<file path="src/rtl/tex_rom_arbiter_if.sv">
// Request/response and pROM pin bundle for the texture ROM arbiter.
// slave = arbiter side, master = renderer/ROM environment side.
interface tex_rom_arbiter_if #(
    parameter int U_W    = 4,
    parameter int V_W    = 4,
    parameter int DATA_W = 24
);
    localparam int AD_W = U_W + V_W;

    logic              req0_valid;
    logic              req0_ready;
    logic [U_W-1:0]    req0_u;
    logic [V_W-1:0]    req0_v;
    logic              rsp0_valid;
    logic [DATA_W-1:0] rsp0_data;
    logic              rsp0_transp;

    logic              req1_valid;
    logic              req1_ready;
    logic [U_W-1:0]    req1_u;
    logic [V_W-1:0]    req1_v;
    logic              rsp1_valid;
    logic [DATA_W-1:0] rsp1_data;
    logic              rsp1_transp;

    logic              rom_ce;
    logic              rom_oce;
    logic              rom_reset;
    logic [AD_W-1:0]   rom_ad;
    logic [DATA_W-1:0] rom_dout;

    modport slave (
        input  req0_valid, req0_u, req0_v,
        output req0_ready, rsp0_valid, rsp0_data, rsp0_transp,
        input  req1_valid, req1_u, req1_v,
        output req1_ready, rsp1_valid, rsp1_data, rsp1_transp,
        output rom_ce, rom_oce, rom_reset, rom_ad,
        input  rom_dout
    );

    modport master (
        output req0_valid, req0_u, req0_v,
        input  req0_ready, rsp0_valid, rsp0_data, rsp0_transp,
        output req1_valid, req1_u, req1_v,
        input  req1_ready, rsp1_valid, rsp1_data, rsp1_transp,
        input  rom_ce, rom_oce, rom_reset, rom_ad,
        output rom_dout
    );
endinterface

</file>
<file path="src/rtl/tex_rom_arbiter.sv">
// Two-port arbiter in front of the single-port 256x24 texture pROM.
// Port 0 (display) has priority; port 1 (draw engine) has bounded wait.
module tex_rom_arbiter #(
    parameter int          U_W         = 4,
    parameter int          V_W         = 4,
    parameter int          DATA_W      = 24,
    parameter int          MAX_WAIT    = 7,
    parameter int          INIT_CYCLES = 2,
    parameter logic [23:0] TRANSP_KEY  = 24'h000000
) (
    input  logic              clk,
    input  logic              reset,
    tex_rom_arbiter_if.slave  bus,
    output logic              busy
);
    localparam int AD_W = U_W + V_W;
    localparam int IC_W = (INIT_CYCLES > 1) ? $clog2(INIT_CYCLES) : 1;
    localparam int WC_W = $clog2(MAX_WAIT + 1);

    typedef enum logic [0:0] {ST_INIT = 1'b0, ST_RUN = 1'b1} state_t;

    state_t            state_q, state_d;
    logic [IC_W-1:0]   init_cnt_q, init_cnt_d;
    logic [WC_W-1:0]   wait_cnt_q, wait_cnt_d;
    logic              s1_valid_q, s1_valid_d;
    logic              s1_port_q, s1_port_d;
    logic              rsp0_valid_q, rsp0_valid_d;
    logic              rsp1_valid_q, rsp1_valid_d;
    logic [DATA_W-1:0] rsp0_data_q, rsp0_data_d;
    logic [DATA_W-1:0] rsp1_data_q, rsp1_data_d;
    logic              rsp0_transp_q, rsp0_transp_d;
    logic              rsp1_transp_q, rsp1_transp_d;

    logic              run_s;
    logic              grant0_s;
    logic              grant1_s;
    logic [AD_W-1:0]   rom_ad_s;

    function automatic logic is_transp(input logic [DATA_W-1:0] texel);
        return (texel == DATA_W'(TRANSP_KEY));
    endfunction

    // State, counter and pipeline registers
    always_ff @(posedge clk) begin
        if (reset) begin
            state_q       <= ST_INIT;
            init_cnt_q    <= '0;
            wait_cnt_q    <= '0;
            s1_valid_q    <= 1'b0;
            s1_port_q     <= 1'b0;
            rsp0_valid_q  <= 1'b0;
            rsp1_valid_q  <= 1'b0;
            rsp0_data_q   <= '0;
            rsp1_data_q   <= '0;
            rsp0_transp_q <= 1'b0;
            rsp1_transp_q <= 1'b0;
        end else begin
            state_q       <= state_d;
            init_cnt_q    <= init_cnt_d;
            wait_cnt_q    <= wait_cnt_d;
            s1_valid_q    <= s1_valid_d;
            s1_port_q     <= s1_port_d;
            rsp0_valid_q  <= rsp0_valid_d;
            rsp1_valid_q  <= rsp1_valid_d;
            rsp0_data_q   <= rsp0_data_d;
            rsp1_data_q   <= rsp1_data_d;
            rsp0_transp_q <= rsp0_transp_d;
            rsp1_transp_q <= rsp1_transp_d;
        end
    end

    // Next state: hold the ROM in reset for INIT_CYCLES, then run forever
    always_comb begin
        state_d    = state_q;
        init_cnt_d = init_cnt_q;
        case (state_q)
            ST_INIT: begin
                if (init_cnt_q == IC_W'(INIT_CYCLES - 1)) begin
                    state_d    = ST_RUN;
                    init_cnt_d = '0;
                end else begin
                    init_cnt_d = init_cnt_q + 1'b1;
                end
            end
            ST_RUN: begin
                state_d = ST_RUN;
            end
            default: begin
                state_d    = ST_INIT;
                init_cnt_d = '0;
            end
        endcase
    end

    // Arbitration, ROM drive and wait counter
    always_comb begin
        run_s    = (state_q == ST_RUN);
        grant1_s = 1'b0;
        grant0_s = 1'b0;
        rom_ad_s = '0;
        // Port 1 takes the slot when port 0 is idle or port 1 has waited its maximum
        if (run_s && bus.req1_valid &&
            (!bus.req0_valid || (wait_cnt_q == WC_W'(MAX_WAIT)))) begin
            grant1_s = 1'b1;
        end else if (run_s && bus.req0_valid) begin
            grant0_s = 1'b1;
        end else begin
            grant0_s = 1'b0;
        end

        if (grant1_s) begin
            rom_ad_s = {bus.req1_v, bus.req1_u};
        end else if (grant0_s) begin
            rom_ad_s = {bus.req0_v, bus.req0_u};
        end else begin
            rom_ad_s = '0;
        end

        if (!run_s || !bus.req1_valid || grant1_s) begin
            wait_cnt_d = '0;
        end else if (wait_cnt_q == WC_W'(MAX_WAIT)) begin
            wait_cnt_d = wait_cnt_q;
        end else begin
            wait_cnt_d = wait_cnt_q + 1'b1;
        end
    end

    // Tag in-flight reads and route the ROM data back to the issuing port
    always_comb begin
        s1_valid_d    = grant0_s | grant1_s;
        s1_port_d     = grant1_s;
        rsp0_valid_d  = s1_valid_q & ~s1_port_q;
        rsp1_valid_d  = s1_valid_q & s1_port_q;
        rsp0_data_d   = rsp0_data_q;
        rsp0_transp_d = rsp0_transp_q;
        rsp1_data_d   = rsp1_data_q;
        rsp1_transp_d = rsp1_transp_q;
        if (rsp0_valid_d) begin
            rsp0_data_d   = bus.rom_dout;
            rsp0_transp_d = is_transp(bus.rom_dout);
        end else begin
            rsp0_transp_d = rsp0_transp_q;
        end
        if (rsp1_valid_d) begin
            rsp1_data_d   = bus.rom_dout;
            rsp1_transp_d = is_transp(bus.rom_dout);
        end else begin
            rsp1_transp_d = rsp1_transp_q;
        end
    end

    assign bus.req0_ready  = grant0_s;
    assign bus.req1_ready  = grant1_s;
    assign bus.rom_ce      = grant0_s | grant1_s;
    assign bus.rom_oce     = run_s;
    assign bus.rom_reset   = ~run_s;
    assign bus.rom_ad      = rom_ad_s;
    assign bus.rsp0_valid  = rsp0_valid_q;
    assign bus.rsp0_data   = rsp0_data_q;
    assign bus.rsp0_transp = rsp0_transp_q;
    assign bus.rsp1_valid  = rsp1_valid_q;
    assign bus.rsp1_data   = rsp1_data_q;
    assign bus.rsp1_transp = rsp1_transp_q;
    assign busy = ~run_s | s1_valid_q | rsp0_valid_q | rsp1_valid_q;

endmodule

</file>
<file path="src/flat_wrapper.sv">
// flat-port wrapper written by rule: the top's interface ports become plain ports
module tex_rom_arbiter_flat 
#(
    parameter int          U_W         = 4,
    parameter int          V_W         = 4,
    parameter int          DATA_W      = 24,
    parameter int          MAX_WAIT    = 7,
    parameter int          INIT_CYCLES = 2,
    parameter logic [23:0] TRANSP_KEY  = 24'h000000
)
  (clk, reset, busy, bus_req0_valid, bus_req0_u, bus_req0_v, bus_req0_ready, bus_rsp0_valid, bus_rsp0_data, bus_rsp0_transp, bus_req1_valid, bus_req1_u, bus_req1_v, bus_req1_ready, bus_rsp1_valid, bus_rsp1_data, bus_rsp1_transp, bus_rom_ce, bus_rom_oce, bus_rom_reset, bus_rom_ad, bus_rom_dout);
  tex_rom_arbiter_if #(.U_W(U_W), .V_W(V_W), .DATA_W(DATA_W)) bus_i ();
  input  logic clk;
  input  logic reset;
  output logic busy;
  input wire logic [$bits(bus_i.req0_valid)-1:0] bus_req0_valid;
  input wire logic [$bits(bus_i.req0_u)-1:0] bus_req0_u;
  input wire logic [$bits(bus_i.req0_v)-1:0] bus_req0_v;
  output wire logic [$bits(bus_i.req0_ready)-1:0] bus_req0_ready;
  output wire logic [$bits(bus_i.rsp0_valid)-1:0] bus_rsp0_valid;
  output wire logic [$bits(bus_i.rsp0_data)-1:0] bus_rsp0_data;
  output wire logic [$bits(bus_i.rsp0_transp)-1:0] bus_rsp0_transp;
  input wire logic [$bits(bus_i.req1_valid)-1:0] bus_req1_valid;
  input wire logic [$bits(bus_i.req1_u)-1:0] bus_req1_u;
  input wire logic [$bits(bus_i.req1_v)-1:0] bus_req1_v;
  output wire logic [$bits(bus_i.req1_ready)-1:0] bus_req1_ready;
  output wire logic [$bits(bus_i.rsp1_valid)-1:0] bus_rsp1_valid;
  output wire logic [$bits(bus_i.rsp1_data)-1:0] bus_rsp1_data;
  output wire logic [$bits(bus_i.rsp1_transp)-1:0] bus_rsp1_transp;
  output wire logic [$bits(bus_i.rom_ce)-1:0] bus_rom_ce;
  output wire logic [$bits(bus_i.rom_oce)-1:0] bus_rom_oce;
  output wire logic [$bits(bus_i.rom_reset)-1:0] bus_rom_reset;
  output wire logic [$bits(bus_i.rom_ad)-1:0] bus_rom_ad;
  input wire logic [$bits(bus_i.rom_dout)-1:0] bus_rom_dout;
  assign bus_i.req0_valid = bus_req0_valid;
  assign bus_i.req0_u = bus_req0_u;
  assign bus_i.req0_v = bus_req0_v;
  assign bus_req0_ready = bus_i.req0_ready;
  assign bus_rsp0_valid = bus_i.rsp0_valid;
  assign bus_rsp0_data = bus_i.rsp0_data;
  assign bus_rsp0_transp = bus_i.rsp0_transp;
  assign bus_i.req1_valid = bus_req1_valid;
  assign bus_i.req1_u = bus_req1_u;
  assign bus_i.req1_v = bus_req1_v;
  assign bus_req1_ready = bus_i.req1_ready;
  assign bus_rsp1_valid = bus_i.rsp1_valid;
  assign bus_rsp1_data = bus_i.rsp1_data;
  assign bus_rsp1_transp = bus_i.rsp1_transp;
  assign bus_rom_ce = bus_i.rom_ce;
  assign bus_rom_oce = bus_i.rom_oce;
  assign bus_rom_reset = bus_i.rom_reset;
  assign bus_rom_ad = bus_i.rom_ad;
  assign bus_i.rom_dout = bus_rom_dout;
  tex_rom_arbiter #(.U_W(U_W), .V_W(V_W), .DATA_W(DATA_W), .MAX_WAIT(MAX_WAIT), .INIT_CYCLES(INIT_CYCLES), .TRANSP_KEY(TRANSP_KEY)) u_core (.clk(clk), .reset(reset), .bus(bus_i), .busy(busy));
endmodule
</file>
<file path="config.mk">
export PLATFORM = sky130hd
export DESIGN_NAME = tex_rom_arbiter_flat
export DESIGN_NICKNAME = d
export VERILOG_FILES = /design/src/rtl/tex_rom_arbiter_if.sv /design/src/rtl/tex_rom_arbiter.sv /design/src/flat_wrapper.sv
export SDC_FILE = /design/constraint.sdc
export NUM_CORES = 1
export LEC_CHECK = 0
export ABC_CLOCK_PERIOD_IN_PS = 4000
export BUFFER_PORTS_ARGS = -buffer_cell sky130_fd_sc_hd__buf_2
export CELL_PAD_IN_SITES_DETAIL_PLACEMENT = 1
export CELL_PAD_IN_SITES_GLOBAL_PLACEMENT = 2
export CORE_UTILIZATION = 26
export CTS_CLUSTER_SIZE = 40
export DETAILED_ROUTE_END_ITERATION = 8
export HOLD_SLACK_MARGIN = 0.05
export MAX_ROUTING_LAYER = met4
export PLACE_DENSITY_LB_ADDON = 0.12
export SLEW_MARGIN = 20
export SYNTH_ARGS = -nofsm -noshare
export SYNTH_HDL_FRONTEND = slang
export SYNTH_SLANG_ARGS = --single-unit
</file>
<file path="constraint.sdc">
create_clock -name clk -period 4 [get_ports clk]
set_clock_uncertainty 0.05 [all_clocks]
set_input_delay 0.2 -clock clk [delete_from_list [all_inputs] [get_ports clk]]
set_output_delay 0.2 -clock clk [all_outputs]
set_load 0.01 [all_outputs]
</file>
# Yosys cells after proc, flatten, opt, wreduce, memory -nomap -nowiden
# Index checks and enable logic that the tools add are counted.
totals:
  regBits: 59
  inputBits: 44
  out_inout_bits: 66
  word_cells: 41
op_classes:
  add_sub_neg: 2
  n_eq_ne: 1
  muxes: 8
  bitwise: 8
  reduce_logical: 11
ops:
  columns: ["operator", "count"]
  rows:
  - ["$logic_not 24->1", 1]
  - ["$mux 8", 2]
  - ["$mux 1", 5]
  - ["$or 1x1->1", 4]
  - ["$add 3x1->3 const B", 1]
  - ["$eq 3x3->1 const B", 1]
  - ["$logic_and 1x1->1", 3]
  - ["$logic_not 1->1", 3]
  - ["$logic_or 1x1->1", 3]
  - ["$and 1x1->1", 2]
  - ["$not 1->1", 2]
  - ["$pmux 1 s2", 1]
  - ["$reduce_or 2->1", 1]
  - ["$add 1x1->1 const B", 1]

# Logic depth before layout (Yosys ltp)
# Gate-level depths: netlist of the first run.
logic_depth:
  word_depth: 6
  depth_mapped: 6
  ltp_nobuf: 5

# Worst setup path after synthesis of the first run
# OpenSTA, ideal clock, no wires.
synth_timing:
  path_kind: "register -> output"
  startpoint: "register u_core.wait_cnt_q[0]"
  endpoint: "output bus_rom_ad[0]"
  arrival_ns: 1.273
  required_time_ns: 3.750
  setup_slack_ns: 2.477
  path_stages_with_launch: 6
  n_path_buf: 0
  path_cell_list: "dfxtp_1 > ha_1 > ha_1 > inv_1 > a21oi_2 > a22o_1"
synth_between:
  elab_cells_between_ends: 7
  classes_between: "eq/ne (1); mux (4); reduce/logical (2)"
synth_lines:
  columns: ["element", "line_no", "source"]
  rows:
  - ["start: declaration", "tex_rom_arbiter.sv:24", "logic [WC_W-1:0] wait_cnt_q, wait_cnt_d;"]
  - ["start signal: assignment", "tex_rom_arbiter.sv:60", "wait_cnt_q <= wait_cnt_d;"]
  - ["$eq 3x3->1", "tex_rom_arbiter.sv:103", "(!bus.req0_valid || (wait_cnt_q == WC_W'(MAX_WAIT)))) begin"]
  - ["$logic_or 1x1->1", "tex_rom_arbiter.sv:103", null]
  - ["$logic_and 1x1->1", "tex_rom_arbiter.sv:102", "if (run_s && bus.req1_valid &&"]
  - ["$mux 1", "tex_rom_arbiter.sv:102", null]
  - ["named net bus_req1_ready", "flat_wrapper.sv:26", "output wire logic [$bits(bus_i.req1_ready)-1:0] bus_req1_ready;"]
  - ["$mux 8", "tex_rom_arbiter.sv:111", "if (grant1_s) begin"]
  - ["end: declaration", "flat_wrapper.sv:33", "output wire logic [$bits(bus_i.rom_ad)-1:0] bus_rom_ad;"]
# The timed path passes the listed nets, and every way through them passes these cells.

# Worst setup path after layout of the first run
layout_timing:
  startpoint: "register u_core.wait_cnt_q[0]"
  endpoint: "output bus_rom_ad[6]"
layout_between:
  elab_chain_cells: 6
  elab_cells_between_ends: 7
  classes_between: "eq/ne (1); mux (4); reduce/logical (2)"
layout_rtl:
  columns: ["element", "line_no", "source"]
  rows:
  - ["$eq 3x3->1 *", "tex_rom_arbiter.sv:103", null]
  - ["$logic_or 1x1->1 *", "tex_rom_arbiter.sv:103", null]
  - ["$logic_and 1x1->1 *", "tex_rom_arbiter.sv:102", null]
  - ["$mux 1", "tex_rom_arbiter.sv:102", null]
  - ["$mux 8", "tex_rom_arbiter.sv:113", "end else if (grant0_s) begin"]
  - ["$mux 8 *", "tex_rom_arbiter.sv:111", null]
# Mark *: on every way between the ends. The rest lies on a longest branch, timed or not.

==> results of run 1 <==
[where the power goes]
part	internal [uW]	switching, uW
clock network	292	226
registers	606	12.6
logic	56.2	83.8
total	955	322
[sequential cells by signal, indices dropped and copies added (netlist names)]
register                cells
u_core.bus.rsp1_valid       1
u_core.bus.rsp0_transp      1
u_core.bus.rsp0_valid       1
u_core.bus.rom_oce          1
u_core.s1_port_q            1
u_core.bus.rsp1_data       24
u_core.init_cnt_q           1
u_core.bus.rsp1_transp      1
u_core.bus.rsp0_data       24
u_core.s1_valid_q           1
u_core.wait_cnt_q           3
[worst max-delay path: stages (launching register included)]
cell,delay [ns]
dfxtp_1,0.34
ha_1,0.15
ha_1,0.19
inv_1,0.08
a21oi_2,0.39
a22o_1,0.22
buf_2,0.12
[metrics by stage]
stage	total power (uW)	std cells	setup slack (ns)
floorplan	700.8	268	2.477
global placement	772.3	465	2.284
detailed placement	773.7	465	2.239
CTS	1299	481	1.896
global route	1339	481	1.786
finish	1277	481	1.931
[cell type report]
class                   instances  share of cell area (%)
flip-flops and latches         59                   39.32
multi-input cells             189                   31.20
repair buffers                110                   18.49
clock buffers                  15                   6.206
well taps                     105                   4.373
inverters                       2                  0.2499
clock inverters                 1                  0.1666
[cells by family (layout without fill, tap and decap cells)]
family | Yosys count | in the layout | share of synthesized area (%)
AO/OA/AOI/OAI | 60 | 60 | 15.74
buffers and inverters | 20 | 128 | 4.148
adder cells (fa/ha/maj) | 2 | 2 | 1.136
AND/OR/NAND/NOR | 126 | 126 | 24.94
XOR/XNOR | 1 | 1 | 0.3978
flip-flops | 59 | 59 | 53.64
[final timing paths]
check | startpoint | end | slack (ns)
worst min register to register | u_core.wait_cnt_q[0]$_SDFFE_PP0N_ | u_core.wait_cnt_q[0]$_SDFFE_PP0N_ | 0.40
worst min-delay path | bus_rom_dout[15] | u_core.bus.rsp0_data[15]$_SDFFE_PP0P_ | 0.07
worst max-delay path | u_core.wait_cnt_q[0]$_SDFFE_PP0N_ | bus_rom_ad[6] | 1.93
worst max register to register | u_core.s1_port_q$_SDFF_PP0_ | u_core.bus.rsp1_transp$_SDFFE_PP0P_ | 2.26
[layer usage]
| metal | global-route usage [%] | part of all wire, % | vias up |
|---|---|---|---|
| li1 | - | - | 1095 |
| met1 | 21.02 | 48 | 978 |
| met2 | 24.70 | 45 | 79 |
| met3 | 5.663 | 6.5 | 5 |
| met4 | 5.000 | 0.80 | 0 |
| met5 | - | 0 | - |
[synth_stat cells, drive strengths merged (2+ instances only)]
cell type,n
dfxtp,59
a22o,8
nor2b,2
inv,2
nand2,99
nor3,2
nor2,8
clkbuf,3
nor4,6
nand3b,2
a21oi,49
ha,2
o41ai,2
buf,15
and2,3
[layout by cell type, fill, tap and decap left out, drive strengths merged]
| cell type | count |
|---|---|
| buf | 110 |
| nand2 | 99 |
| dfxtp | 59 |
| a21oi | 49 |
| clkbuf | 15 |
| a22o | 8 |
| nor2 | 8 |
| nor4 | 6 |
| and2 | 3 |
| inv | 2 |
| nor3 | 2 |
| nand3b | 2 |
| o41ai | 2 |
| ha | 2 |
| nor2b | 2 |
| o211a | 1 |
| or4 | 1 |
| nand2b | 1 |
| nand4b | 1 |
| nand4 | 1 |
| xor2 | 1 |
| clkinv | 1 |
==> run summary, run 1 <==
Filler cell count: 1035
Number of port buffers: 109
Main synth FF type: dfxtp_1
MaxCap Viol Count: 0
Final Cycle Share: 51.72%
Final nets: 417
Register area: 1181 sq um
Largest net degree at the start of global routing: 60
# rows: 33
Total negative slack: 0 ns
Antenna violations before repair: 0
Number of global-route vias before repair: 2123
Via density: 4.484
Cell area after layout: 3004 sq um
Gr usage total: 16.54%
Clock buffer depth: 2
Grt ovf: 0
CTS tree: yes
Max VDD drop: 0.1433 mV
RePlAce Congestion: 0.7561
Syn Inst Count: 268
Max-slew violations: 0
Post-route DRC: 0
# IOs: 110
Worst-path clk slew: 0.07 ns
ANT cells: 0
Post-synth EDFFs: 0
Core footprint: 8217 sq um
CP Data Required Time: 3.75 ns
Multi-input logic area: 937.1 sq um
Iteration-0 DRC Markers: 31
Layout cells sized above 1: 34.57%
Setup violators final: 0
Clk_lat worst skew: 0.33 ns
Tmin final: 2.069 ns
Initial Utilization: 26.80%
CTS Buf Count: 9
H-tree depth: 3
Min-Delay Path Depth: 3
Critical path endpoint category: output pin
Chip width: 94.03 um
Synth Area per Inst: 8.217 sq um
Post-layout util: 36.56%
Fin Hold WS: 0.07209 ns
Arr. time, crit path: 1.82 ns
Register bit total from synthesis: 59
CTS Root Cell: clkbuf_8
Syn-to-layout area delta: 36.42%
Number of synthesis warnings: 0
Leakage power: 0.001339 uW
Final Hold Violating Endpoints: 0
Final WL: 6840 um
Relative slew slack: 34.03%
Sequential fraction of the synthesis area: 53.64%
Status: completed
Worst-path maximum fanout: 10
HPWL Detailed: 4744 um
Startpoint Class: register
First-pass GRT wire length: 10640 um
Power per cell area: 424.9 nW/um^2
Worst hold-check path type: in -> reg
Synth Cell Area: 2202 sq um
Vert. Die Dim: 94.03 um
Maximum clock rate: 0.4834 GHz
Die ar.: 8842 sq um
Worst-margin pin slew: 0.9872 ns
Clock Sinks: 59
WS Path Type: reg -> out
Vias: 2157
Largest area contributor in the netlist: dfxtp_1
Synth top area cells: dfxtp_1 54%, nand2_1 17%, a21oi_1 11%
Post_cts resized: 0
Post-CTS Setup Inserts: 0
Reg2Reg Depth: 2
Async S/R FF share, synth: 0%
Antenna Violating Nets Remaining: 0
Detailed Routing Iterations Pass 1: 4
Cell variety after synth: 24
DR WL/cell: 14.22 um
RSZ-0062 raised after global routing: false
Post-synth top area share: 53.64%
Synth Net Count: 314
Hold Buf Count CTS: 0
DP Area: 2805 sq um
Power figures use the tool's default switching activity.
==> inputs of run 2 (changes only) <==
--- a/config.mk
+++ b/config.mk
@@ -5,11 +5,11 @@
 export SDC_FILE = /design/constraint.sdc
 export NUM_CORES = 1
 export LEC_CHECK = 0
-export ABC_CLOCK_PERIOD_IN_PS = 4000
+export ABC_CLOCK_PERIOD_IN_PS = 1900
 export BUFFER_PORTS_ARGS = -buffer_cell sky130_fd_sc_hd__buf_2
 export CELL_PAD_IN_SITES_DETAIL_PLACEMENT = 1
 export CELL_PAD_IN_SITES_GLOBAL_PLACEMENT = 2
-export CORE_UTILIZATION = 26
+export CORE_UTILIZATION = 22
 export CTS_CLUSTER_SIZE = 40
 export DETAILED_ROUTE_END_ITERATION = 8
 export HOLD_SLACK_MARGIN = 0.05
==> constraint.sdc (replaced) <==
create_clock -name clk -period 1.9 [get_ports clk]
set_clock_uncertainty 0.05 [all_clocks]
set_input_delay 0.095 -clock clk [delete_from_list [all_inputs] [get_ports clk]]
set_output_delay 0.095 -clock clk [all_outputs]
set_load 0.01 [all_outputs]
==> run summary, run 2 (synthesis gave the netlist of run 1 again) <==
Status: completed
Final Hold Violating Endpoints: 0 (unchanged)
Iteration-0 DRC Markers: 30 (-3.2%)
Clock buffer depth: 2 (unchanged)
Relative slew slack: 68.43% (+34 points)
Vias: 2323 (+7.7%)
CP Data Required Time: 1.75 ns (-2.00 ns)
Flop-to-flop setup slack: 0.54 ns (-1.72 ns)
Leakage power: 0.001472 uW (+9.9%)
Reg2Reg Depth: 6 (+4)
HPWL Detailed: 5144 um (+8.4%)
Gr busiest metal: met2
# rows: 36 (+9.1%)
Grt ovf: 0 (unchanged)
Max-slew violations: 0 (unchanged)
Maximum clock rate: 0.5545 GHz
CTS Buf Count: 9 (unchanged)
Worst-path maximum fanout: 9 (-1)
Filler cell count: 1207 (+17%)
Die ar.: 10410 sq um (+18%)
Layout cells sized above 1: 35.37% (+0.79 points)
Post-route DRC: 0 (unchanged)
Multi-input logic area: 958.4 sq um (+2.3%)
Final Cycle Share: 94.92%
M1 GR Usage: 20.16% (-0.87 points)
Detailed Routing Iterations Pass 1: 4 (unchanged)
Gr usage total: 15.50% (-1.0 points)
RSZ-0062 raised after global routing: false
Register area: 1182 sq um (+0.11%)
Arr. time, crit path: 1.66 ns (-0.16 ns)
MaxCap Viol Count: 0 (unchanged)
Max VDD drop: 0.2836 mV (+98%)
Number of port buffers: 109 (unchanged)
Clock Sinks: 59 (unchanged)
Via density: 4.278 (-4.6%)
Power per cell area: 790.6 nW/um^2 (+86%)
Final nets: 452 (+8.4%)
Startpoint Class: register
RePlAce Congestion: 0.6863 (-9.2%)
CP Capture Point: bus_rom_ad[3]
Placed Cells: 501 (+7.7%)
Antenna Violating Nets Remaining: 0 (unchanged)
Largest net degree at the start of global routing: 24 (-60%)
Antenna violations before repair: 0 (unchanged)
First-pass GRT wire length: 11700 um (+10%)
# IOs: 110 (unchanged)
FF-to-FF Start: u_core.wait_cnt_q[0]$_SDFFE_PP0N_
Critical path endpoint category: output pin
GR Util met2: 23.34% (-1.4 points)
ANT cells: 0 (unchanged)
Setup violators final: 0 (unchanged)
Number of global-route vias before repair: 2265 (+6.7%)
Commonest non-fill, non-tap cell in the layout: buf_2
Worst hold-check path type: in -> reg
Initial Utilization: 22.63% (-4.2 points)
WS Path Type: reg -> out
Final WL: 7623 um (+11%)
Most frequent cells in the layout: 109 x buf_2, 99 x nand2_1, 58 x dfxtp_1, 48 x a21oi_1, 25 x dlygate4sd3_1
Chip width: 102.0 um (+8.5%)
CTS tree: yes
CP Launch Point: u_core.wait_cnt_q[0]$_SDFFE_PP0N_
Post-layout util: 34.59% (-2.0 points)
CTS Root Cell: clkbuf_8
Clk_lat worst skew: 0.33 ns (about the same)
Tmin final: 1.804 ns
Total negative slack: 0 ns (unchanged)
Syn-to-layout area delta: 52.84%
GR met3 Demand/Resource: 3.010% (-2.7 points)
H-tree depth: 3 (unchanged)
Worst-path clk slew: 0.07 ns (about the same)
Worst r2r dst: u_core.s1_port_q$_SDFF_PP0_
Finished Layout Cells: 543 (+13%)
Vert. Die Dim: 102.0 um (+8.5%)
Core footprint: 9729 sq um (+18%)
DR WL/cell: 14.04 um (-1.3%)
Worst-margin pin slew: 0.4735 ns (-0.5136 ns)
run 2: through the flow:
step | instance area, sq um | hold WS (ns) | total power, uW | setup slack, ns
floorplan | 2202 | 0.1464 | 1475 | 0.4817
global placement | 2913 | 0.3165 | 1640 | 0.3501
detailed placement | 2913 | 0.3225 | 1644 | 0.2742
CTS | 3346 | 0.05877 | 2712 | 0.007454
global route | 3366 | 0.09037 | 2799 | 0.003487
finish | 3366 | 0.09024 | 2661 | 0.09644
run 2: where the power goes:
| group | switching, uW | total [uW] | leakage (uW) | internal (uW) |
|---|---|---|---|---|
| Clock | 508 | 1000 | 0.0000839 | 494 |
| Combinational | 192 | 358 | 0.000910 | 166 |
| Sequential | 26.2 | 1300 | 0.000478 | 1270 |
run 2: what timing repair did:
| action | in CTS | in global routing |
|---|---|---|
| pin swaps | 0 | 2 |
| resized for setup | 3 | 3 |
| hold buffers | 25 | 0 |
| hold endpoints to repair | 50 | 0 |
| gates cloned | 0 | 1 |
| endpoints found under the setup margin | 8 | 8 |
| buffers inserted | 0 | 1 |
run 2: layout make-up:
type	instances	share of cell area (%)
clock buffers	10	4.089
clock inverters	5	0.8922
inverters	2	0.2230
multi-input cells	190	28.48
flip-flops and latches	59	35.13
well taps	133	4.944
repair buffers	144	26.25
run 2: how the worst min path moves through the flow:
stage | slack, ns | endpoint | start | cells after the start
2_1_floorplan | 0.15 | u_core.bus.rsp0_transp$_SDFFE_PP0P_ | reset | 1
3_3_place_gp | 0.32 | u_core.bus.rsp0_data[16]$_SDFFE_PP0P_ | bus_rom_dout[16] | 3
3_5_place_dp | 0.32 | u_core.bus.rsp0_data[14]$_SDFFE_PP0P_ | bus_rom_dout[14] | 3
4_1_cts | 0.06 | u_core.wait_cnt_q[0]$_SDFFE_PP0N_ | bus_req0_valid | 3
5_1_grt | 0.09 | u_core.wait_cnt_q[0]$_SDFFE_PP0N_ | bus_req0_valid | 3
6_report | 0.09 | u_core.wait_cnt_q[0]$_SDFFE_PP0N_ | bus_req0_valid | 3
run 2: worst max-delay path, stage by stage (launching register included):
cell     delay, ns
dfxtp_2       0.33
ha_1          0.15
ha_2          0.19
inv_2         0.07
o211a_4       0.27
a22o_1        0.18
buf_2         0.13
run 2: metal layers:
layer	vias up	share of wire (%)	wire length (um)
met4	0	1.3	97
met3	9	4.7	360
li1	1167	-	-
met1	1078	48	3697
met5	-	0	0
met2	69	46	3469
==> inputs of run 3 (changes only) <==
--- a/config.mk
+++ b/config.mk
@@ -14,7 +14,7 @@
 export DETAILED_ROUTE_END_ITERATION = 8
 export HOLD_SLACK_MARGIN = 0.05
 export MAX_ROUTING_LAYER = met4
-export PLACE_DENSITY_LB_ADDON = 0.12
+export PLACE_DENSITY_LB_ADDON = 0.1
 export SLEW_MARGIN = 20
 export SYNTH_ARGS = -nofsm -noshare
 export SYNTH_HDL_FRONTEND = slang
==> run summary, run 3 (synthesis gave the netlist of run 1 again) <==
CP Capture Point: bus_rom_ad[1]
HPWL Detailed: 5051 um (-1.8%)
Total negative slack: 0 ns (unchanged)
Number of port buffers: 109 (unchanged)
WS Path Type: reg -> out
FF-to-FF Start: u_core.wait_cnt_q[0]$_SDFFE_PP0N_
Worst-path clk slew: 0.06 ns (about the same)
Tmin final: 1.798 ns (-0.005201 ns)
Maximum clock rate: 0.5561 GHz (+0.29%)
RePlAce Congestion: 0.6682 (-2.6%)
Clk_lat worst skew: 0.33 ns (about the same)
Antenna violations before repair: 0 (unchanged)
First-pass GRT wire length: 11500 um (-1.7%)
Total power: 2953 uW (+11%)
Max-slew violations: 0 (unchanged)
Clock buffer depth: 2 (unchanged)
Final Cycle Share: 94.65% (-0.27 points)
Critical path depth: 6 (unchanged)
CP Launch Point: u_core.wait_cnt_q[0]$_SDFFE_PP0N_
ANT cells: 0 (unchanged)
Vert. Die Dim: 102.0 um (unchanged)
Core footprint: 9729 sq um (unchanged)
Vias: 2319 (-0.17%)
Post-route DRC: 0 (unchanged)
CTS tree: yes
Final nets: 453 (+0.22%)
Flop-to-flop setup slack: 0.67 ns (+0.13 ns)
# IOs: 110 (unchanged)
Filler cell count: 1212 (+0.41%)
Worst r2r dst: u_core.s1_port_q$_SDFF_PP0_
Detailed Routing Iterations Pass 1: 4 (unchanged)
DR WL/cell: 13.34 um (-5.0%)
Die ar.: 10410 sq um (unchanged)
Status: completed
Reg2Reg Depth: 5 (-1)
Final Hold Violating Endpoints: 0 (unchanged)
H-tree depth: 3 (unchanged)
Most frequent cells in the layout: 109 x buf_2, 99 x nand2_1, 57 x dfxtp_1, 48 x a21oi_1, 26 x dlygate4sd3_1
Via density: 4.255 (-0.54%)
Startpoint Class: register
Max VDD drop: 0.3038 mV (+7.1%)
Number of global-route vias before repair: 2282 (+0.75%)
Critical path endpoint category: output pin
Critical path cell sequence: ha_1 -> ha_2 -> inv_2 -> o211a_4 -> a22o_1 -> buf_2
Relative slew slack: 76.10% (+7.7 points)
Arr. time, crit path: 1.65 ns (about the same)
Fin Hold WS: 0.09594 ns (+0.005701 ns)
CP delay by family, top: compound AO/OA/AOI/OAI gates
Syn-to-layout area delta: 55.45%
Clock Sinks: 59 (unchanged)
# rows: 36 (unchanged)
Post-CTS Setup Inserts: 0 (unchanged)
Worst hold-check path type: in -> reg
Setup violators final: 0 (unchanged)
Chip width: 102.0 um (unchanged)
Initial Utilization: 22.63% (unchanged)
MaxCap Viol Count: 0 (unchanged)
Iteration-0 DRC Markers: 28 (-6.7%)
Commonest non-fill, non-tap cell in the layout: buf_2
Antenna Violating Nets Remaining: 0 (unchanged)
WP buf/inv: 2 (unchanged)
Gr usage total: 15.26% (-0.23 points)
Crit-path slowest cell: dfxtp_2
Largest net degree at the start of global routing: 32 (+33%)
CP peak stage delay: 0.33 ns (about the same)
Leakage power: 0.001493 uW (+1.5%)
CTS Buf Count: 9 (unchanged)
Grt ovf: 0 (unchanged)
RSZ-0062 raised after global routing: false
Layout cells sized above 1: 35.68% (+0.31 points)
Final WL: 7268 um (-4.7%)
CTS Root Cell: clkbuf_8
Min-Delay Path Depth: 3 (unchanged)
CP Data Required Time: 1.75 ns (about the same)
Worst-margin pin slew: 0.3585 ns (-0.1151 ns)
Worst-path maximum fanout: 9 (unchanged)
Power per cell area: 862.5 nW/um^2 (+9.1%)
Post-layout util: 35.19% (+0.59 points)
run 3: cell types whose count changed in the layout (fill, tap and decap cells not counted), sizes merged:
| cell | previous run | this run |
|---|---|---|
| bufinv | 0 | 2 |
| clkinv | 3 | 2 |
| dlygate4sd3 | 25 | 26 |
run 3: metrics by stage:
step	cells	instance area, sq um	setup WS, ns
3_5_place_dp	502	2908	0.3162
2_1_floorplan	268	2202	0.4817
4_1_cts	544	3410	0.02038
5_1_grt	545	3423	0.01244
6_report	545	3423	0.1016
3_3_place_gp	502	2908	0.3555
run 3: timing repair:
| item | 4_1_cts | 5_1_grt |
|---|---|---|
| pin swaps | 0 | 2 |
| hold buffers | 26 | 0 |
| gates resized for setup | 3 | 4 |
| cloned | 0 | 1 |
| setup endpoints to repair | 8 | 8 |
| hold endpoints to repair | 56 | 0 |
run 3: per-layer routing:
layer,vias up,global-route usage [%],share of wire [%]
met5,-,-,0
met4,0,6.593,1.5
met3,10,4.036,4.8
met2,66,23.44,45
met1,1075,18.81,48
li1,1168,-,-
run 3: worst min path at each step:
stage                      from                                    end  slack [ns]
4_1_cts          bus_req0_valid      u_core.wait_cnt_q[0]$_SDFFE_PP0N_        0.08
3_3_place_gp   bus_rom_dout[14]  u_core.bus.rsp1_data[14]$_SDFFE_PP0P_        0.32
2_1_floorplan             reset    u_core.bus.rsp0_transp$_SDFFE_PP0P_        0.15
5_1_grt          bus_req0_valid      u_core.wait_cnt_q[0]$_SDFFE_PP0N_        0.09
6_report         bus_req0_valid      u_core.wait_cnt_q[0]$_SDFFE_PP0N_         0.1
3_5_place_dp   bus_rom_dout[15]  u_core.bus.rsp1_data[15]$_SDFFE_PP0P_        0.32
run 3: final cells by class:
type                    count  area, sq um  area share [%]
multi-input cells         190        958.4           28.00
repair buffers            145        880.8           25.73
inverters                   2        7.507          0.2193
clock buffers              10        137.6           4.020
flip-flops and latches     59         1184           34.58
clock inverters             6        88.84           2.595
well taps                 133        166.4           4.861
run 3: power breakdown:
| group | switching, uW | internal [uW] |
|---|---|---|
| Clock | 527 | 773 |
| Combinational | 187 | 164 |
| Sequential | 25.0 | 1280 |
| Total | 739 | 2210 |
run 3: tightest hold or removal path: cells and delay by family:
kind | cells | cell delay [ns]
buf+inv | 1 | 0.15
simple gates | 2 | 0.20
